File: src/rtl/grf_sb_pkg.sv
// Shared CPU constants: default register-file geometry and trace-slice indices.
package grf_sb_pkg;
    localparam int GRF_DATA_W = 32;
    localparam int GRF_ADDR_W = 5;
    localparam int GRF_NUM_RD = 2;
    localparam int PC_W       = 32;
    localparam int TR_A       = 0;
    localparam int TR_B       = 1;
endpackage

File: src/rtl/grf_sb_pending.sv
// Register scoreboard: pending bits, per-port busy lookup and sticky double-reservation error.
// Updates in 1 cycle; busy is combinational. There is no backpressure.
module grf_sb_pending
    import grf_sb_pkg::*;
#(
    parameter int ADDR_W = GRF_ADDR_W,
    parameter int NUM_RD = GRF_NUM_RD
) (
    input  logic                     clk,
    input  logic                     reset,
    input  logic [NUM_RD*ADDR_W-1:0] rd_addr,
    output logic [NUM_RD-1:0]        rd_busy,
    input  logic                     wa_en,
    input  logic [ADDR_W-1:0]        wa_addr,
    input  logic                     wb_en,
    input  logic [ADDR_W-1:0]        wb_addr,
    input  logic                     rsv_en,
    input  logic [ADDR_W-1:0]        rsv_addr,
    output logic                     rsv_err
);
    localparam int DEPTH = 2 ** ADDR_W;

    logic [DEPTH-1:0] pending_q, pending_d;
    logic             rsv_err_q, rsv_err_d;
    logic             wa_hit, wb_hit, rsv_hit, rsv_wr;

    assign wa_hit  = wa_en  && (wa_addr  != '0);
    assign wb_hit  = wb_en  && (wb_addr  != '0);
    assign rsv_hit = rsv_en && (rsv_addr != '0);
    // A reservation on a register being written this cycle is a legal hand-over.
    assign rsv_wr  = (wa_hit && (wa_addr == rsv_addr)) || (wb_hit && (wb_addr == rsv_addr));

    always_comb begin
        pending_d = pending_q;
        if (wa_hit) pending_d[wa_addr] = 1'b0;
        if (wb_hit) pending_d[wb_addr] = 1'b0;
        if (rsv_hit) pending_d[rsv_addr] = 1'b1;
        rsv_err_d = rsv_err_q || (rsv_hit && pending_q[rsv_addr] && !rsv_wr);
    end

    always_ff @(posedge clk) begin
        if (!reset) begin
            pending_q <= '0;
            rsv_err_q <= 1'b0;
        end else begin
            pending_q <= pending_d;
            rsv_err_q <= rsv_err_d;
        end
    end

    for (genvar k = 0; k < NUM_RD; k++) begin : g_busy
        logic [ADDR_W-1:0] ra;
        assign ra = rd_addr[k*ADDR_W +: ADDR_W];
        assign rd_busy[k] = (ra != '0) && pending_q[ra]
                          && !(wa_hit && (wa_addr == ra))
                          && !(wb_hit && (wb_addr == ra));
    end

    assign rsv_err = rsv_err_q;
endmodule

File: src/rtl/grf_sb.sv
// Register file with write-first bypass, two writeback ports, scoreboard and write trace.
// Reads 0 cycles, storage/trace 1 cycle; no backpressure, writes always accepted.
module grf_sb
    import grf_sb_pkg::*;
#(
    parameter int DATA_W = GRF_DATA_W,
    parameter int ADDR_W = GRF_ADDR_W,
    parameter int NUM_RD = GRF_NUM_RD
) (
    input  logic                     clk,
    input  logic                     reset,
    input  logic [NUM_RD*ADDR_W-1:0] rd_addr,
    output logic [NUM_RD*DATA_W-1:0] rd_data,
    output logic [NUM_RD-1:0]        rd_busy,
    input  logic                     wa_en,
    input  logic [ADDR_W-1:0]        wa_addr,
    input  logic [DATA_W-1:0]        wa_data,
    input  logic [PC_W-1:0]          wa_pc,
    input  logic                     wb_en,
    input  logic [ADDR_W-1:0]        wb_addr,
    input  logic [DATA_W-1:0]        wb_data,
    input  logic [PC_W-1:0]          wb_pc,
    input  logic                     rsv_en,
    input  logic [ADDR_W-1:0]        rsv_addr,
    output logic                     rsv_err,
    output logic [1:0]               trace_vld,
    output logic [2*PC_W-1:0]        trace_pc,
    output logic [2*ADDR_W-1:0]      trace_addr,
    output logic [2*DATA_W-1:0]      trace_data
);
    localparam int DEPTH = 2 ** ADDR_W;

    logic [DATA_W-1:0]   regs_q [DEPTH];
    logic [1:0]          trace_vld_q;
    logic [2*PC_W-1:0]   trace_pc_q;
    logic [2*ADDR_W-1:0] trace_addr_q;
    logic [2*DATA_W-1:0] trace_data_q;
    logic                wa_hit, wb_hit;

    assign wa_hit = wa_en && (wa_addr != '0);
    assign wb_hit = wb_en && (wb_addr != '0);

    // Port B is written last so it wins a same-address collision.
    always_ff @(posedge clk) begin
        if (!reset) begin
            for (int i = 0; i < DEPTH; i++) regs_q[i] <= '0;
            trace_vld_q  <= '0;
            trace_pc_q   <= '0;
            trace_addr_q <= '0;
            trace_data_q <= '0;
        end else begin
            if (wa_hit) regs_q[wa_addr] <= wa_data;
            if (wb_hit) regs_q[wb_addr] <= wb_data;
            trace_vld_q <= {wb_hit, wa_hit};
            if (wa_hit) begin
                trace_pc_q[TR_A*PC_W +: PC_W]       <= wa_pc;
                trace_addr_q[TR_A*ADDR_W +: ADDR_W] <= wa_addr;
                trace_data_q[TR_A*DATA_W +: DATA_W] <= wa_data;
            end
            if (wb_hit) begin
                trace_pc_q[TR_B*PC_W +: PC_W]       <= wb_pc;
                trace_addr_q[TR_B*ADDR_W +: ADDR_W] <= wb_addr;
                trace_data_q[TR_B*DATA_W +: DATA_W] <= wb_data;
            end
        end
    end

    for (genvar k = 0; k < NUM_RD; k++) begin : g_rd
        logic [ADDR_W-1:0] ra;
        assign ra = rd_addr[k*ADDR_W +: ADDR_W];
        assign rd_data[k*DATA_W +: DATA_W] =
            (ra == '0)                   ? '0      :
            (wb_hit && (wb_addr == ra))  ? wb_data :
            (wa_hit && (wa_addr == ra))  ? wa_data :
                                           regs_q[ra];
    end

    grf_sb_pending #(
        .ADDR_W (ADDR_W),
        .NUM_RD (NUM_RD)
    ) u_pending (
        .clk      (clk),
        .reset    (reset),
        .rd_addr  (rd_addr),
        .rd_busy  (rd_busy),
        .wa_en    (wa_en),
        .wa_addr  (wa_addr),
        .wb_en    (wb_en),
        .wb_addr  (wb_addr),
        .rsv_en   (rsv_en),
        .rsv_addr (rsv_addr),
        .rsv_err  (rsv_err)
    );

    assign trace_vld  = trace_vld_q;
    assign trace_pc   = trace_pc_q;
    assign trace_addr = trace_addr_q;
    assign trace_data = trace_data_q;
endmodule

File: config.mk
export PLATFORM = sky130hd
export DESIGN_NAME = grf_sb
export DESIGN_NICKNAME = d
export VERILOG_FILES = /design/src/rtl/grf_sb_pkg.sv /design/src/rtl/grf_sb_pending.sv /design/src/rtl/grf_sb.sv
export SDC_FILE = /design/constraint.sdc
export NUM_CORES = 2
export LEC_CHECK = 0
export BUFFER_PORTS_ARGS = -buffer_cell sky130_fd_sc_hd__buf_2
export CORE_AREA = 2 2 412 414
export CTS_BUF_LIST = sky130_fd_sc_hd__clkbuf_8
export CTS_CLUSTER_DIAMETER = 100
export DETAILED_ROUTE_END_ITERATION = 8
export DIE_AREA = 0 0 414 416
export PLACE_DENSITY_LB_ADDON = 0.3
export RECOVER_POWER = 25
export SYNTH_ARGS = -nofsm -noshare
export SYNTH_HDL_FRONTEND = slang
export SYNTH_SLANG_ARGS = --single-unit
File: constraint.sdc
create_clock -name clk -period 3.6 [get_ports clk]
set_input_delay 0.54 -clock clk [delete_from_list [all_inputs] [get_ports clk]]
set_output_delay 0.54 -clock clk [all_outputs]
set_load 0.05 [all_outputs]
Word level (Yosys, flattened, before mapping)
Memory sizes are Yosys's and may differ from the RTL's.
Cells that the tools add are included.
{"block": "totals", "ff_bits": 173, "latch_bits": 0, "ram_bits": 1024, "mem_bits_ro": 0, "in_bits": 158, "out_inout_bits": 207, "wordCells": 99, "memories": 1}
{"block": "classes", "add_sub_neg": 0, "mul": 0, "div": 0, "n_lt_le_gt_ge": 8, "eq_ne": 6, "shifts": 0, "n_mux": 34, "bitwise": 5, "n_reduce_logical": 36}
{"memory": "regs_q", "words": 32, "word_bits": 32, "read_ports": 2, "rd_ports_with_merged_regs": 0, "write_ports": 32, "line_no": "grf_sb.sv:33", "source": "logic [DATA_W-1:0] regs_q [DEPTH];"}
{"operator": "2-to-1 mux 32 bit", "n": 11}
{"operator": "AND 32 bit", "n": 2}
{"operator": "NOT 32 bit", "n": 2}
{"operator": "OR reduction 32 bit", "n": 2}
{"operator": "OR 32 bit", "n": 1}
{"operator": "equality test 5 bit", "n": 6}
{"operator": "< comparator 5 x 6 -> 1 bit, second input constant", "n": 5}
{"operator": "nonzero test 5 bit", "n": 5}
{"operator": "logical AND 1 bit", "n": 20}
{"operator": "binary-select mux 1 bit (select 5 bit)", "n": 3}
{"operator": "demux 1 bit (select 5 bit)", "n": 3}
{"operator": ">= comparator 5 x 1 -> 1 bit, second input constant", "n": 3}
{"operator": "2-to-1 mux 1 bit", "n": 15}
{"operator": "zero test 5 bit", "n": 2}
{"operator": "2-to-1 mux 5 bit", "n": 2}
{"operator": "zero test 1 bit", "n": 5}
{"operator": "logical OR 1 bit", "n": 2}

Depth between registers and ports, before layout
{"block": "logic_depth", "word_depth": 11, "depth_mapped": 10, "ltp_nobuf": 5}

By module
Synthesis repeated with hierarchy kept, for this count alone.
{"block": "hier_totals", "cells_unflattened": 5319, "area_unflattened_um2": 67273.3}
{"mod": "grf_sb", "n_inst": 1, "cells_each": 5005, "area_per_inst_um2": 64396.8, "seq_area_each_um2": 33552.2}
{"mod": "grf_sb_pending", "n_inst": 1, "cells_each": 314, "area_per_inst_um2": 2876.5, "seq_area_each_um2": 660.6}

Worst setup path before layout
No wires, ideal clock.
{"block": "synth_timing", "path_kind": "input -> output", "startpoint": "input wa_addr[4]", "endpoint": "output rd_busy[0]", "t_arrival_ps": 3375, "required_time_ps": 3060, "path_slack_ps": -315, "path_stages": 8, "path_buffers": 3, "cell_sequence": "clkbuf_1 > or3_1 > o31ai_4 > nor4_1 > or3b_1 > clkbuf_1 > buf_2 > nor3_1"}
{"block": "synth_via", "elab_chain_len": 6, "elab_cells_between_ends": 7, "classes_between": "1 x eq/ne; 6 x reduce/logical"}
{"element": "start: declaration", "line_no": "grf_sb.sv:16", "source": "input logic [ADDR_W-1:0] wa_addr,"}
{"element": "nonzero test 5 bit", "line_no": "grf_sb_pending.sv:27", "source": "assign wa_hit = wa_en && (wa_addr != '0);"}
{"element": "logical AND 1 bit", "line_no": "grf_sb_pending.sv:27"}
{"element": "logical AND 1 bit (*)", "line_no": "grf_sb_pending.sv:55", "source": "&& !(wa_hit && (wa_addr == ra))"}
{"element": "zero test 1 bit (*)", "line_no": "grf_sb_pending.sv:55"}
{"element": "logical AND 1 bit (*)", "line_no": "grf_sb_pending.sv:55"}
{"element": "logical AND 1 bit (*)", "line_no": "grf_sb_pending.sv:56", "source": "&& !(wb_hit && (wb_addr == ra));"}
{"element": "end: declaration", "line_no": "grf_sb.sv:14", "source": "output logic [NUM_RD-1:0] rd_busy,"}
Every way passes the cells marked *; elsewhere a longest branch is shown, timed or not.

Worst setup path in the final report
{"block": "layout_timing", "startpoint": "input wb_addr[4]", "endpoint": "output rd_data[55]"}
{"block": "layout_via", "elab_chain_len": 5, "elab_cells_between_ends": 6, "classes_between": "1 x eq/ne; 2 x mux; 3 x reduce/logical"}
{"element": "start: declaration", "line_no": "grf_sb.sv:20", "source": "input logic [ADDR_W-1:0] wb_addr,"}
{"element": "nonzero test 5 bit", "line_no": "grf_sb.sv:41", "source": "assign wb_hit = wb_en && (wb_addr != '0);"}
{"element": "logical AND 1 bit", "line_no": "grf_sb.sv:41"}
{"element": "logical AND 1 bit (*)", "line_no": "grf_sb.sv:73", "source": "(wb_hit && (wb_addr == ra)) ? wb_data :"}
{"element": "2-to-1 mux 32 bit (*)", "line_no": "grf_sb.sv:73"}
{"element": "2-to-1 mux 32 bit (*)", "line_no": "grf_sb.sv:72", "source": "(ra == '0) ? '0 :"}
{"element": "end: declaration", "line_no": "grf_sb.sv:13", "source": "output logic [NUM_RD*DATA_W-1:0] rd_data,"}
Marks and branches as above.

==> results.md <==
Run status:
- The flow ran to the end, but the final reports show violations.
- The checks that failed: capacitance limit, slew limit, setup timing.

Detailed routing:
- The wire length on met2 is 131000 um.
- The number of nets with antenna violations after routing is 0.
- The routed wire length per instance is 36.6 um.
- After detailed routing, no signal wire sits above met5.
- For this run, the detailed router's first-pass iteration total came to 6.
- The routed design uses 37800 um of met3 wire.
- After detailed routing, the wire length on met1 is 103000 um.
- The DRC violations left is 0.
- Summed over all layers, the routed wires come to a little under 300000 um.
- Using the TritonRoute via totals, the vias-per-cell ratio works out to about 7.
- The total via count in the routed design is 56.0k.
- The DRC marker count from the first detailed-route iteration is around 8.5k.

Synth:
- By area the synthesized netlist is led by edfxtp_1 (46%), a22o_1 (14%), mux4_2 (11%).
- After technology mapping, the gate count stands at 5270.
- After synthesis, the share of flip-flops with an asynchronous set or reset is 0%.
- Of the post-synthesis cell area, the dominant cell type holds between 40% and 50%.
- The leading area contributor after synthesis is edfxtp_1.
- During synthesis, Yosys emitted a total of 0 warnings.
- The synthesized design contains 1197 register bits.
- For this run, the leading register cell type out of synthesis is edfxtp_1.
- The mean instance size in the synthesized netlist is 12.7 sq um.
- The netlist uses between 50 and 60 different library cells.
- The share of synthesized area occupied by flip-flops and latches is 51.3%.
- The synthesized design contains roughly 1.0k enable-type register cells.
- The summed instance area of the synthesized netlist is 66800 sq um.

Clocking:
- After clock tree synthesis, the clock-pin slew on the worst setup and hold paths is 60 ps.
- The clock net in this run drives a total of roughly 1.2k sinks.
- The count of H-tree levels built during CTS is 4.
- Clock tree synthesis inserted a total of 198 buffers.
- Post-CTS timing repair inserted 0 buffers for setup.
- At the later pin of the worst-skew pair, clock insertion delay measures 970 ps.
- The buffer type at the clock tree root is clkbuf_8.
- In this run the deepest clock path goes through 3 buffers.
- TritonCTS built the clock tree.

Power:
- The power dissipated by switching net loads is 10500 uW.
- The internal power of the cells totals 24200 uW.
- Registers are responsible for between 40% and 50% of the overall power.
- Dividing total power by cell area gives a power density of 440 nW/um^2.
- Per report_power, the combinational group accounts for 18.8% of the total.
- The static leakage power is roughly 0.029 uW.
- VDD sags by at most 451 uV.
- The switching portion of total power is 30.3%.
- The clock network is responsible for 34.2% of the overall power.
- The design draws approximately 35000 uW.

GRT:
- The via count of the first global-routing pass is 55.4k.
- The sum of overflow across all layers after global routing is 0.
- The initial antenna violation count came to 10.
- Global routing used roughly a third of the available tracks.
- The first global-routing pass estimated 404000 um of wire.
- The pin count of the biggest net entering global routing is 171.

Layout:
- The net count of the finished layout is 5747.
- The finished layout cell area is 79100 sq um.
- The utilization of the core after routing is 47.0%.
- The fraction of layout cells with a size suffix above 1 is approximately 28%.
- Relative to the synthesized area, the layout overhead comes to 18.5%.
- The number of non-filler instances in the completed layout is 7983.

Placed design:
- The number of placed cells counting well taps is around 7.5k.
- The number of port buffers is about 360.
- Once placement finished, the instance area stood at 74600 sq um.
- The worst setup slack before clock tree synthesis is -283 ps.
- The HPWL after detailed placement is about 190000 um.
- At the end of routability-driven placement, the weighted congestion stood at 0.959.

Worst setup path:
- The critical path required time is 3060 ps.
- Counting cells, the worst reg-to-reg path comes to 5.
- The worst reg2reg path endpoint is u_pending.rsv_err.
- In this run the worst path has a maximum fanout of 12.
- The launch instance of the worst register-to-register path is u_pending.pending_q[18].
- The endpoint of the worst setup timing path is rd_data[55].
- Tracing the worst setup path back leads to its startpoint at wb_addr[4].
- The worst setup path is launched from an input port.
- The register-to-register setup slack is roughly 1900 ps.
- By startpoint and endpoint, the worst setup path is classified as input port to primary output.
- Data on the critical path arrives at its endpoint at 3160 ps.
- STA classifies the critical path endpoint as a primary output.

STA:
- Subtracting the final worst setup slack from the clock period gives 3700 ps.
- Setup violations remaining at the end of the flow were counted as 30.
- Setup repair after global routing could not meet its margin everywhere.
- Headroom to the max-slew limit came out at -49.6%.
- For the pin with the worst max-slew slack, the measured transition is 2240 ps.
- Across the routed clock network, the largest skew measured is 21.4 ps.
- The worst path uses 103% of the clock period.
- The timing-limited maximum frequency is 271 MHz.
- The final worst slack is -96.5 ps.
- The count of endpoints failing hold in the final timing report is 0.
- The final max-slew violation count was 574.

Floorplan:
- The number of core rows is 151.
- The die width is 414 um.
- The height of the die is roughly 420 um.
- The boundary pin count is 365.
- The standard cell core area is 168000 sq um.
- For this configuration, the core starts out at a cell density of 39.7%.
- The die covers 172000 sq um.

Run:
- Across the run, the number of max-cap violations was 16.

Min path:
- The path class of the tightest hold or removal check is input port to flop.
-- through the flow --
stage,hold slack [ps],TNS (ps)
after floorplan,465,-2220
after global placement,439,-3820
after detailed placement,444,-2310
after CTS,2.75,-299
after global routing,48.9,-504
final,84.2,-1640
-- critical path, stage by stage --
cell and delay, ps:
buf_2 100, or3_1 440, o31ai_4 290, nor4_2 130
or3b_2 640, buf_4 310, o221ai_1 480, buf_12 210
-- cell usage in the layout (no fill, tap or decap), drive strengths merged, types with 66 or more instances in the layout --
| cell type | instances |
|---|---|
| mux2 | 88 |
| a21oi | 214 |
| nand2 | 441 |
| buf | 739 |
| dlygate4sd3 | 77 |
| edfxtp | 1024 |
| nor2 | 77 |
| a22o | 1054 |
| a31oi | 67 |
| o21ai | 68 |
| clkinv | 66 |
| mux4 | 329 |
| clkbuf | 258 |
| o221ai | 194 |
| dfxtp | 173 |
| inv | 135 |
| mux2i | 386 |
-- cell usage after synthesis (5+ instances only) --
master and n:
a221oi_1 62, nor2b_1 19, a31oi_1 67, o21ai_0 68, a211o_1 9, nor2_1 77
nor4_1 13, o211ai_1 9, a211oi_1 8, xor2_1 14, o22ai_1 30, edfxtp_1 1024
or3b_2 7, nand4_1 8, buf_1 108, and2_1 6, xnor2_1 16, dfxtp_1 173
a22o_1 1054, mux2_2 88, inv_1 54, clkbuf_1 581, or3_1 5, nand3b_1 10
o221ai_1 194, nand2_1 441, mux4_2 329, nand3_1 18, a22oi_1 9, buf_2 87
nand2b_1 6, nor3_1 41, mux2i_1 386, a21oi_1 214
-- power groups by stage --
stage          sequential, uW  combinational, uW  clock, uW
5_1_grt                 16400               6670      12500
3_5_place_dp            16600               6280          0
2_1_floorplan           16800               3310          0
4_1_cts                 16300               6400      11900
6_report                16400               6530      11900
3_3_place_gp            16500               6250          0
-- metal layers --
metal	global-route usage, %	up-vias
met5	0	-
met3	10.3	1138
met4	20.4	2
met1	39.7	28100
li1	-	21900
met2	50.9	4782
-- sequential cells by signal, summed over array words and instances (netlist names) --
signal	cells
trace_addr	10
u_pending.rsv_err	1
u_pending.pending_q	32
regs_q	1024
trace_pc	64
trace_data	64
trace_vld	2
-- cell type report --
cell class                      count  area (sq um)
Antenna cell                        9          22.5
Clock buffer                      210          2890
Clock inverter                    157           890
Fill cell                       14900         89100
Inverter                           56           218
Multi-Input combinational cell   3272         30300
Sequential cell                  1197         34200
Tap cell                         2218          2780
Timing Repair Buffer              864          7760
-- how the worst min path moves through the flow --
| stage | from | endpoint | slack [ps] | depth (start not counted) |
|---|---|---|---|---|
| after floorplan | u_pending.pending_q[0] | u_pending.pending_q[0] | 460 | 1 |
| after global placement | trace_data[35] | trace_data[35] | 440 | 2 |
| after detailed placement | trace_data[43] | trace_data[43] | 440 | 2 |
| after CTS | wb_addr[2] | trace_addr[7] | 3 | 4 |
| after global routing | wb_data[11] | trace_data[43] | 50 | 3 |
| final | wb_addr[3] | trace_addr[8] | 80 | 4 |
-- repair_timing --
action	4_1_cts	5_1_grt
endpoints found under the setup margin	31	37
gates resized for setup	28	19
hold endpoints to repair	80	0
hold buffers	77	0
-- cell families after synthesis --
group	count (synthesis)	synth area share, %
AOI/OAI and AO/OA	1740	20.9
DFF	1197	51.3
buffers and inverters	832	4.84
muxes	803	18.4
and+or+nand+nor	667	4.26
xor gates and xnor gates	30	0.394
other	1	0.00562
Note: power is estimated with default switching activity, not from simulation.
